`src/rtl/cpu1_fetch_if.sv`:
```
// cpu1_fetch bus bundle: instruction-memory read port, execute-side
// stall/redirect controls and the instruction-register load pair.
// master = fetch stage, slave = memory/downstream environment.
interface cpu1_fetch_if #(
    parameter int unsigned AW = 32,
    parameter int unsigned DW = 32
);
    logic [AW-1:0] mem_addr;
    logic          mem_rd;
    logic [DW-1:0] mem_rdata;
    logic          mem_wait;
    logic          stall;
    logic          redirect;
    logic [AW-1:0] redirect_pc;
    logic          ir_cen;
    logic [DW-1:0] ir_din;
    logic [AW-1:0] pc_out;

    modport master (
        output mem_addr,
        output mem_rd,
        input  mem_rdata,
        input  mem_wait,
        input  stall,
        input  redirect,
        input  redirect_pc,
        output ir_cen,
        output ir_din,
        output pc_out
    );

    modport slave (
        input  mem_addr,
        input  mem_rd,
        output mem_rdata,
        output mem_wait,
        output stall,
        output redirect,
        output redirect_pc,
        input  ir_cen,
        input  ir_din,
        input  pc_out
    );
endinterface

```
`src/rtl/cpu1_fetch.sv`:
```
// cpu1 instruction fetch stage: reads one word per instruction through a
// wait-state handshake, buffers it and pulses ir_cen once per word.
// Branch redirects from execute override everything except reset.
// Optional overlap of the next read with delivery: CPU1_FETCH_PREFETCH_EN.
module cpu1_fetch #(
    parameter int unsigned    AW       = 32,
    parameter int unsigned    DW       = 32,
    parameter logic [AW-1:0]  RESET_PC = '0
) (
    input  logic          clk,
    input  logic          reset,
    cpu1_fetch_if.master  bus
);
    typedef enum logic {
        FETCH   = 1'b0,
        DELIVER = 1'b1
    } state_t;

    localparam logic [AW-1:0] PC_ONE = AW'(1);

    state_t        state, state_nxt;
    logic [AW-1:0] pc, pc_nxt;
    logic [AW-1:0] buf_pc, buf_pc_nxt;
    logic [DW-1:0] ibuf, ibuf_nxt;
    logic          rd;
    logic          cen;

    // Next-state, buffer load and handshake outputs; redirect beats every state.
    always_comb begin
        state_nxt  = state;
        pc_nxt     = pc;
        buf_pc_nxt = buf_pc;
        ibuf_nxt   = ibuf;
        rd         = 1'b0;
        cen        = 1'b0;
        if (reset) begin
            rd  = 1'b0;
            cen = 1'b0;
        end else if (bus.redirect) begin
            pc_nxt    = bus.redirect_pc;
            state_nxt = FETCH;
        end else begin
            case (state)
                FETCH: begin
                    rd = 1'b1;
                    if (!bus.mem_wait) begin
                        ibuf_nxt   = bus.mem_rdata;
                        buf_pc_nxt = pc;
                        pc_nxt     = pc + PC_ONE;
                        state_nxt  = DELIVER;
                    end
                end
                DELIVER: begin
                    cen = !bus.stall;
`ifdef CPU1_FETCH_PREFETCH_EN
                    // Overlapped read: a completion here refills the buffer in
                    // the same cycle the current word is consumed.
                    rd = !bus.stall;
                    if (!bus.stall && !bus.mem_wait) begin
                        ibuf_nxt   = bus.mem_rdata;
                        buf_pc_nxt = pc;
                        pc_nxt     = pc + PC_ONE;
                    end else if (!bus.stall) begin
                        state_nxt = FETCH;
                    end
`else
                    if (!bus.stall) begin
                        state_nxt = FETCH;
                    end
`endif
                end
                default: state_nxt = FETCH;
            endcase
        end
    end

    // State, PC and instruction buffer registers with synchronous reset.
    always_ff @(posedge clk) begin
        if (reset) begin
            state  <= FETCH;
            pc     <= RESET_PC;
            buf_pc <= RESET_PC;
            ibuf   <= '0;
        end else begin
            state  <= state_nxt;
            pc     <= pc_nxt;
            buf_pc <= buf_pc_nxt;
            ibuf   <= ibuf_nxt;
        end
    end

    // Registered values are masked while reset is high so the reset-value
    // outputs hold from the very first reset cycle.
    assign bus.mem_rd   = rd;
    assign bus.ir_cen   = cen;
    assign bus.mem_addr = reset ? RESET_PC : pc;
    assign bus.ir_din   = reset ? '0 : ibuf;
    assign bus.pc_out   = reset ? RESET_PC : buf_pc;
endmodule

```
`src/flat_wrapper.sv`:
```
// flat-port wrapper written by rule: the top's interface ports become plain ports
module cpu1_fetch_flat 
#(
    parameter int unsigned    AW       = 32,
    parameter int unsigned    DW       = 32,
    parameter logic [AW-1:0]  RESET_PC = '0
)
  (clk, reset, bus_mem_addr, bus_mem_rd, bus_mem_rdata, bus_mem_wait, bus_stall, bus_redirect, bus_redirect_pc, bus_ir_cen, bus_ir_din, bus_pc_out);
  cpu1_fetch_if #(.AW(AW), .DW(DW)) bus_i ();
  input  logic clk;
  input  logic reset;
  output wire logic [$bits(bus_i.mem_addr)-1:0] bus_mem_addr;
  output wire logic [$bits(bus_i.mem_rd)-1:0] bus_mem_rd;
  input wire logic [$bits(bus_i.mem_rdata)-1:0] bus_mem_rdata;
  input wire logic [$bits(bus_i.mem_wait)-1:0] bus_mem_wait;
  input wire logic [$bits(bus_i.stall)-1:0] bus_stall;
  input wire logic [$bits(bus_i.redirect)-1:0] bus_redirect;
  input wire logic [$bits(bus_i.redirect_pc)-1:0] bus_redirect_pc;
  output wire logic [$bits(bus_i.ir_cen)-1:0] bus_ir_cen;
  output wire logic [$bits(bus_i.ir_din)-1:0] bus_ir_din;
  output wire logic [$bits(bus_i.pc_out)-1:0] bus_pc_out;
  assign bus_mem_addr = bus_i.mem_addr;
  assign bus_mem_rd = bus_i.mem_rd;
  assign bus_i.mem_rdata = bus_mem_rdata;
  assign bus_i.mem_wait = bus_mem_wait;
  assign bus_i.stall = bus_stall;
  assign bus_i.redirect = bus_redirect;
  assign bus_i.redirect_pc = bus_redirect_pc;
  assign bus_ir_cen = bus_i.ir_cen;
  assign bus_ir_din = bus_i.ir_din;
  assign bus_pc_out = bus_i.pc_out;
  cpu1_fetch #(.AW(AW), .DW(DW), .RESET_PC(RESET_PC)) u_core (.clk(clk), .reset(reset), .bus(bus_i));
endmodule
```
`config.mk`:
```
export PLATFORM = sky130hd
export DESIGN_NAME = cpu1_fetch_flat
export DESIGN_NICKNAME = d
export VERILOG_FILES = /design/src/rtl/cpu1_fetch_if.sv /design/src/rtl/cpu1_fetch.sv /design/src/flat_wrapper.sv
export SDC_FILE = /design/constraint.sdc
export NUM_CORES = 1
export LEC_CHECK = 0
export ABC_CLOCK_PERIOD_IN_PS = 2220
export CAP_MARGIN = 10
export CORE_MARGIN = 5
export CORE_UTILIZATION = 44
export DETAILED_ROUTE_END_ITERATION = 10
export PLACE_DENSITY = 0.84
export SLEW_MARGIN = 20
export SYNTH_ARGS = -nofsm -noshare
export SYNTH_HDL_FRONTEND = slang
export SYNTH_SLANG_ARGS = --single-unit
```
`constraint.sdc`:
```
create_clock -name clk -period 2.22 [get_ports clk]
set_clock_uncertainty 0.1 [all_clocks]
set_input_delay 0.222 -clock clk [delete_from_list [all_inputs] [get_ports clk]]
set_output_delay 0.222 -clock clk [all_outputs]
set_load 0.05 [all_outputs]
```
==> results of run 1 <==
==> power groups by stage <==
stage          registers (mW)  logic [mW]  clock network (mW)
3_3_place_gp             1.98       0.941                   0
6_report                 1.95       0.956                1.17
2_1_floorplan            1.95       0.589                   0
3_5_place_dp             1.98       0.959                   0
4_1_cts                  1.94       0.963                1.19
5_1_grt                  1.96        1.02                1.27
==> cell usage after synthesis, drive strengths merged <==
library cell  number  share of area, %
dfxtp             97                44
nor2b             96                14
o22a              64                13
clkbuf            36               3.1
nor2              29               2.5
nand2             23               2.0
nand4             21               3.1
xor2              15               3.0
a211oi            14               2.4
a21oi             12               1.4
nand3             12               1.4
xnor2             10               2.0
nor3               9               1.2
and3               6              0.85
nor3b              4              0.68
o21ai              4              0.45
o22ai              4              0.57
and2               3              0.42
or3                3              0.54
a32o               2              0.45
buf                2              0.20
inv                2              0.17
mux2i              2              0.45
nor4               2              0.28
o41ai              2              0.40
or2                2              0.28
a311oi             1              0.20
a31oi              1              0.14
and4               1              0.20
and4bb             1              0.28
ha                 1              0.28
nand3b             1              0.17
nand4b             1              0.20
nor4b              1              0.20
o211ai             1              0.17
o31a               1              0.20
==> worst max path at each step <==
stage                     slack [ns]     startpoint          endpoint
after floorplan                 0.29          reset        bus_ir_cen
after global placement          0.24   bus_mem_wait     u_core.pc[22]
after detailed placement        0.16   bus_mem_wait     u_core.pc[21]
after CTS                       0.05   u_core.pc[2]   bus_mem_addr[2]
after global routing            0.02  u_core.pc[29]  bus_mem_addr[29]
final                           0.11  u_core.pc[29]  bus_mem_addr[29]
==> logic make-up (layout without fill, tap and decap cells) <==
| group | after synthesis | in the layout |
|---|---|---|
| simple gates | 215 | 215 |
| compound gates | 106 | 106 |
| flops | 97 | 97 |
| buf+inv | 40 | 205 |
| xor+xnor | 25 | 25 |
| mux | 2 | 2 |
| fa+ha+maj | 1 | 1 |
==> critical path: stages, from the launching register on <==
cell and delay [ns]:
dfxtp_1 0.43, nor2b_1 0.17, clkdlybuf4s50_1 0.84
==> routing by layer <==
layer | GRT usage [%] | share of wire, %
met1 | 26.6 | 41
met2 | 36.0 | 48
met3 | 6.23 | 9.1
met5 | 0 | 0
met4 | 7.83 | 1.8
==> final cells by class <==
cell class	instances	area (sq um)	area share (%)
multi-input combinational	349	2340	35.9
sequential	97	1940	29.7
inverter	2	7.51	0.115
timing repair buffer	188	1880	28.7
tap	133	166	2.55
clock buffer	13	159	2.43
clock inverter	2	37.5	0.575
==> what timing repair did <==
item                                    in CTS  in global routing
hold buffers                                 0                  0
endpoints found under the setup margin       0                  3
gates resized for setup                      0                  3
endpoints found under the hold margin        0                  0
==> flip-flops by register name, indices dropped and copies added, names as in the netlist <==
register,flops
u_core.buf_pc,32
u_core.ibuf,32
u_core.pc,32
u_core.state,1
==> metrics by stage <==
stage / worst slack, ns / util, % / hold WS [ns] / std cells / cell area (sq um)
6_report: 0.105 / 66.8 / 0.327 / 784 / 6530
4_1_cts: 0.0469 / 66.8 / 0.319 / 784 / 6530
5_1_grt: 0.0215 / 66.8 / 0.332 / 784 / 6530
3_3_place_gp: 0.242 / 64.7 / 0.402 / 769 / 6330
3_5_place_dp: 0.162 / 64.7 / 0.402 / 769 / 6330
2_1_floorplan: 0.291 / - / 0.263 / 486 / 4430
==> flow_metrics.py, run 1 <==
metrics = {
    "routing": {
        "drt_first_pass_iters": 5,
        "postRouteAntennaNets": 0,
        "drt_iter0_drc": 256,
        "vias": 4242,
        "wirelength_mm": 13.1,
        "wl_per_cell_um": 16.7,
        "routed_via_density": 5.41,
        "drcViolationCount": 0,
    },
    "power": {
        "combPwrFrac_pct": 23.5,
        "seqPwrFrac_pct": 47.8,
        "p_switching_mw": 1.21,
        "peakVddDrop_uv": 351,
        "p_leak_nw": 2.65,
        "power.density_mw_per_mm2": 623,
        "power.total_mw": 4.07,
        "power.share.clock_pct": 28.7,
        "p_int_mw": 2.86,
        "switching_share_pct": 29.7,
    },
    "worst_setup_path": {
        "worst-endpoint-arrival_ns": 1.79,
        "end_kind": "output pin",
        "reg2reg_to": "u_core.pc[15]",
        "start_kind": "flop",
        "r2r-start": "u_core.pc[7]",
        "rrSetupSlack_ns": 0.31,
        "crit_fanout": 5,
        "required_ns": 1.90,
        "worst-setup-path-type": "reg -> out",
        "r2r_cells": 5,
    },
    "synth": {
        "synth_adder_area_share_pct": 0.283,
        "synthMuxAreaShare_pct": 0.453,
        "ys_ff_latch": 97,
        "yosysSeqAreaShare_pct": 44.0,
        "syn_area_sq_mm": 0.00442,
        "synthXorXnorAreaFrac_pct": 4.96,
        "ys_warn_count": 0,
        "synth_nets": 556,
        "ys_types": 41,
        "synthCells": 486,
        "synth.avg_cell_area_sq_um": 9.09,
        "synth-simple-area-share_pct": 27.9,
        "synth_compound_area_share_pct": 19.0,
        "synth_top_family_by_area": "simple AND/OR/NAND/NOR gates",
    },
    "floorplanning": {
        "initial_core_util_pct": 45.2,
        "chipWidth_um": 110,
        "dieArea_sq_mm": 0.0121,
        "placementRows": 36,
        "die-height_um": 110,
        "num_io_pins": 167,
        "core_sq_mm": 0.00977,
    },
    "global_routing": {
        "grt_pass1_vias": 4248,
        "grt_first_pass_wirelength_mm": 20.8,
        "grt-ovfl-total": 0,
        "grt_usage_pct": 21.6,
        "antenna_found_initial": 0,
        "grt_max_degree": 48,
    },
    "final_layout": {
        "final_cell_mix": "dfxtp_1, nor2b_1, clkdlybuf4s50_1",
        "nFillCells": 777,
        "drive_gt1_share_pct": 17.7,
        "fin_nets": 717,
        "antennaDiodeCount": 0,
        "area_growth_syn_to_layout_pct": 47.9,
        "final_common_cell": "dfxtp_1",
    },
    "timing": {
        "grt_setup_unrepaired": "false",
        "maxSlewHeadroom_pct": 64.1,
        "post-route-period-util_pct": 95.3,
        "finalSetupViolCount": 0,
        "timing.fmax_mhz": 473,
        "finalHoldViolations": 0,
        "timing.final.crit_period_ns": 2.11,
        "setup_tns_ns": 0,
        "worstMarginPinSlew_ns": 0.536,
        "slew_viol_final": 0,
    },
    "clock_network": {
        "cts_root_buffer": "clkbuf_8",
        "cts_tree": "done",
        "clock-sinks": 97,
        "clkTransAtPathRegs_ns": 0.09,
        "numCtsBuffers": 9,
        "htreeDepth": 3,
        "cts_setup_buffers": 0,
        "clk_latency_ns": 0.36,
        "cts_buffer_depth": 2,
    },
    "worst_hold_path": {
        "min-delay-start": "bus_redirect_pc[4]",
        "min_to": "u_core.pc[4]",
        "hold_class": "in -> reg",
        "whs_path_depth": 3,
    },
    "job": {
        "maxCapViolCount": 0,
    },
    "placement": {
        "hpwl_mm": 9.52,
        "port_buffers": 166,
        "gp_congestion": 0.875,
    },
    "run_status": {
        "status": "finished clean",
    },
}
(Power assumes the default switching activity.)
==> run 2, diff against run 1 <==
Settings changed: CTS_BUF_LIST set to sky130_fd_sc_hd__clkbuf_16.
==> run 2 against run 1 <==
- first-iteration DRC count is 16% lower
- highest routed layer unchanged
- design area grew 1.1%
- setup slack lost 0.010 ns
- sequential share of layout area is 0.33 points lower
- via count decreased by 1.1%
- clock-buffer cell count fell by 4
- largest power group unchanged
- non-clock buffer count did not move
==> flow_metrics.py, run 2 (synthesis results as in run 1) <==
metrics = {
    "clock_network": {
        "cts_buffer_depth": 2,
        "clk_latency_ns": 0.34,
        "postCtsHoldBufs": 0,
        "cts_resized": 0,
        "cts_setup_buffers": 0,
        "clock-sinks": 97,
        "cts_tree": "done",
        "htreeDepth": 3,
        "cts_root_buffer": "clkbuf_16",
        "clkTransAtPathRegs_ns": 0.06,
        "numCtsBuffers": 9,
    },
    "worst_setup_path": {
        "startpoint": "u_core.pc[2]",
        "worst-endpoint-arrival_ns": 1.80,
        "start_kind": "flop",
        "required_ns": 1.90,
        "end_kind": "output pin",
        "r2r-start": "u_core.pc[7]",
        "crit_fanout": 7,
        "worst-setup-path-type": "reg -> out",
    },
    "placement": {
        "gp_congestion": 0.875,
        "dp_slack_ns": 0.162,
        "dpl.cell_count": 769,
        "hpwl_mm": 9.52,
        "port_buffers": 166,
    },
    "job": {
        "maxCapViolCount": 0,
    },
    "floorplanning": {
        "core_sq_mm": 0.00977,
        "chipWidth_um": 110,
        "placementRows": 36,
        "die-height_um": 110,
        "dieArea_sq_mm": 0.0121,
        "initial_core_util_pct": 45.2,
        "num_io_pins": 167,
    },
    "power": {
        "power.total_mw": 4.39,
        "peakVddDrop_uv": 416,
        "power.density_mw_per_mm2": 664,
        "p_leak_nw": 2.64,
    },
    "global_routing": {
        "grt_max_degree": 48,
        "antenna_found_initial": 0,
        "grt_pass1_vias": 4262,
        "grt_first_pass_wirelength_mm": 20.9,
        "grt-ovfl-total": 0,
        "grt_usage_pct": 21.7,
    },
    "final_layout": {
        "final_common_cell": "clkdlybuf4s50_1",
        "reg.largest.list": "u_core.buf_pc: 32 flops, u_core.ibuf: 32 flops, u_core.pc: 32 flops",
        "fin_nets": 717,
        "drive_gt1_share_pct": 17.4,
        "stdcell_count": 784,
        "area_growth_syn_to_layout_pct": 49.6,
        "antennaDiodeCount": 0,
        "final_cell_mix": "clkdlybuf4s50_1, dfxtp_1, nor2b_1",
    },
    "routing": {
        "drt_iter0_drc": 215,
        "wl_per_cell_um": 16.7,
        "drcViolationCount": 0,
        "met1Wirelength_mm": 5.46,
        "wirelength_mm": 13.1,
        "highest_layer": "met4",
        "wl_met2_mm": 6.32,
        "vias": 4194,
        "routed_via_density": 5.35,
        "route.met3.wl_mm": 1.13,
        "drt_first_pass_iters": 4,
        "postRouteAntennaNets": 0,
    },
    "run_status": {
        "status": "finished clean",
    },
    "timing": {
        "setup_tns_ns": 0,
        "worstMarginPinSlew_ns": 0.536,
        "timing.final.crit_period_ns": 2.12,
        "slew_viol_final": 0,
        "maxSlewHeadroom_pct": 64.2,
        "worst_slack_ns": 0.0952,
        "timing.fmax_mhz": 471,
        "finalHoldViolations": 0,
        "post-route-period-util_pct": 95.7,
        "grt_setup_unrepaired": "false",
        "finalSetupViolCount": 0,
    },
    "worst_hold_path": {
        "hold_class": "in -> reg",
        "min-delay-start": "bus_redirect_pc[4]",
    },
}
==> run 2: power breakdown <==
group | switching, mW | internal, mW | leakage [nW]
clock network | 0.632 | 0.851 | 0.139
registers | 0.0814 | 1.87 | 0.801
logic | 0.541 | 0.416 | 1.70
total | 1.25 | 3.13 | 2.64
==> run 2: per-stage QoR <==
step           instance area (sq um)  utilization, %  hold WS (ns)
2_1_floorplan                   4430               -         0.263
3_3_place_gp                    6330            64.7         0.402
3_5_place_dp                    6330            64.7         0.402
4_1_cts                         6610            67.6         0.350
5_1_grt                         6610            67.6         0.361
6_report                        6610            67.6         0.353
==> run 2: area by class of cell <==
| type | count | area (sq um) |
|---|---|---|
| fillers | 757 | 3170 |
| repair buffers | 188 | 1870 |
| inverters | 2 | 7.51 |
| clock buffers | 9 | 225 |
| well taps | 133 | 166 |
| multi-input cells | 349 | 2340 |
| flip-flops and latches | 97 | 1940 |
| clock inverters | 6 | 52.6 |
==> run 2: worst paths after layout <==
kind                            end  slack [ns]  depth (start not counted)
setup reg to reg      u_core.pc[15]        0.31                          5
setup / recovery    bus_mem_addr[2]         0.1                          2
hold reg to reg   u_core.buf_pc[30]        0.44                          1
hold / removal         u_core.pc[4]        0.35                          3
==> run 2: worst max-delay path, stage by stage, from the launching register on <==
cell,delay (ns)
dfxtp_1,0.45
nor2b_1,0.18
clkdlybuf4s50_1,0.83
==> run 2: per-layer routing <==
metal	up-vias	GRT usage, %
met5	-	0
met1	1980	26.9
met2	145	35.8
met3	18	7.05
li1	2051	-
met4	0	7.12
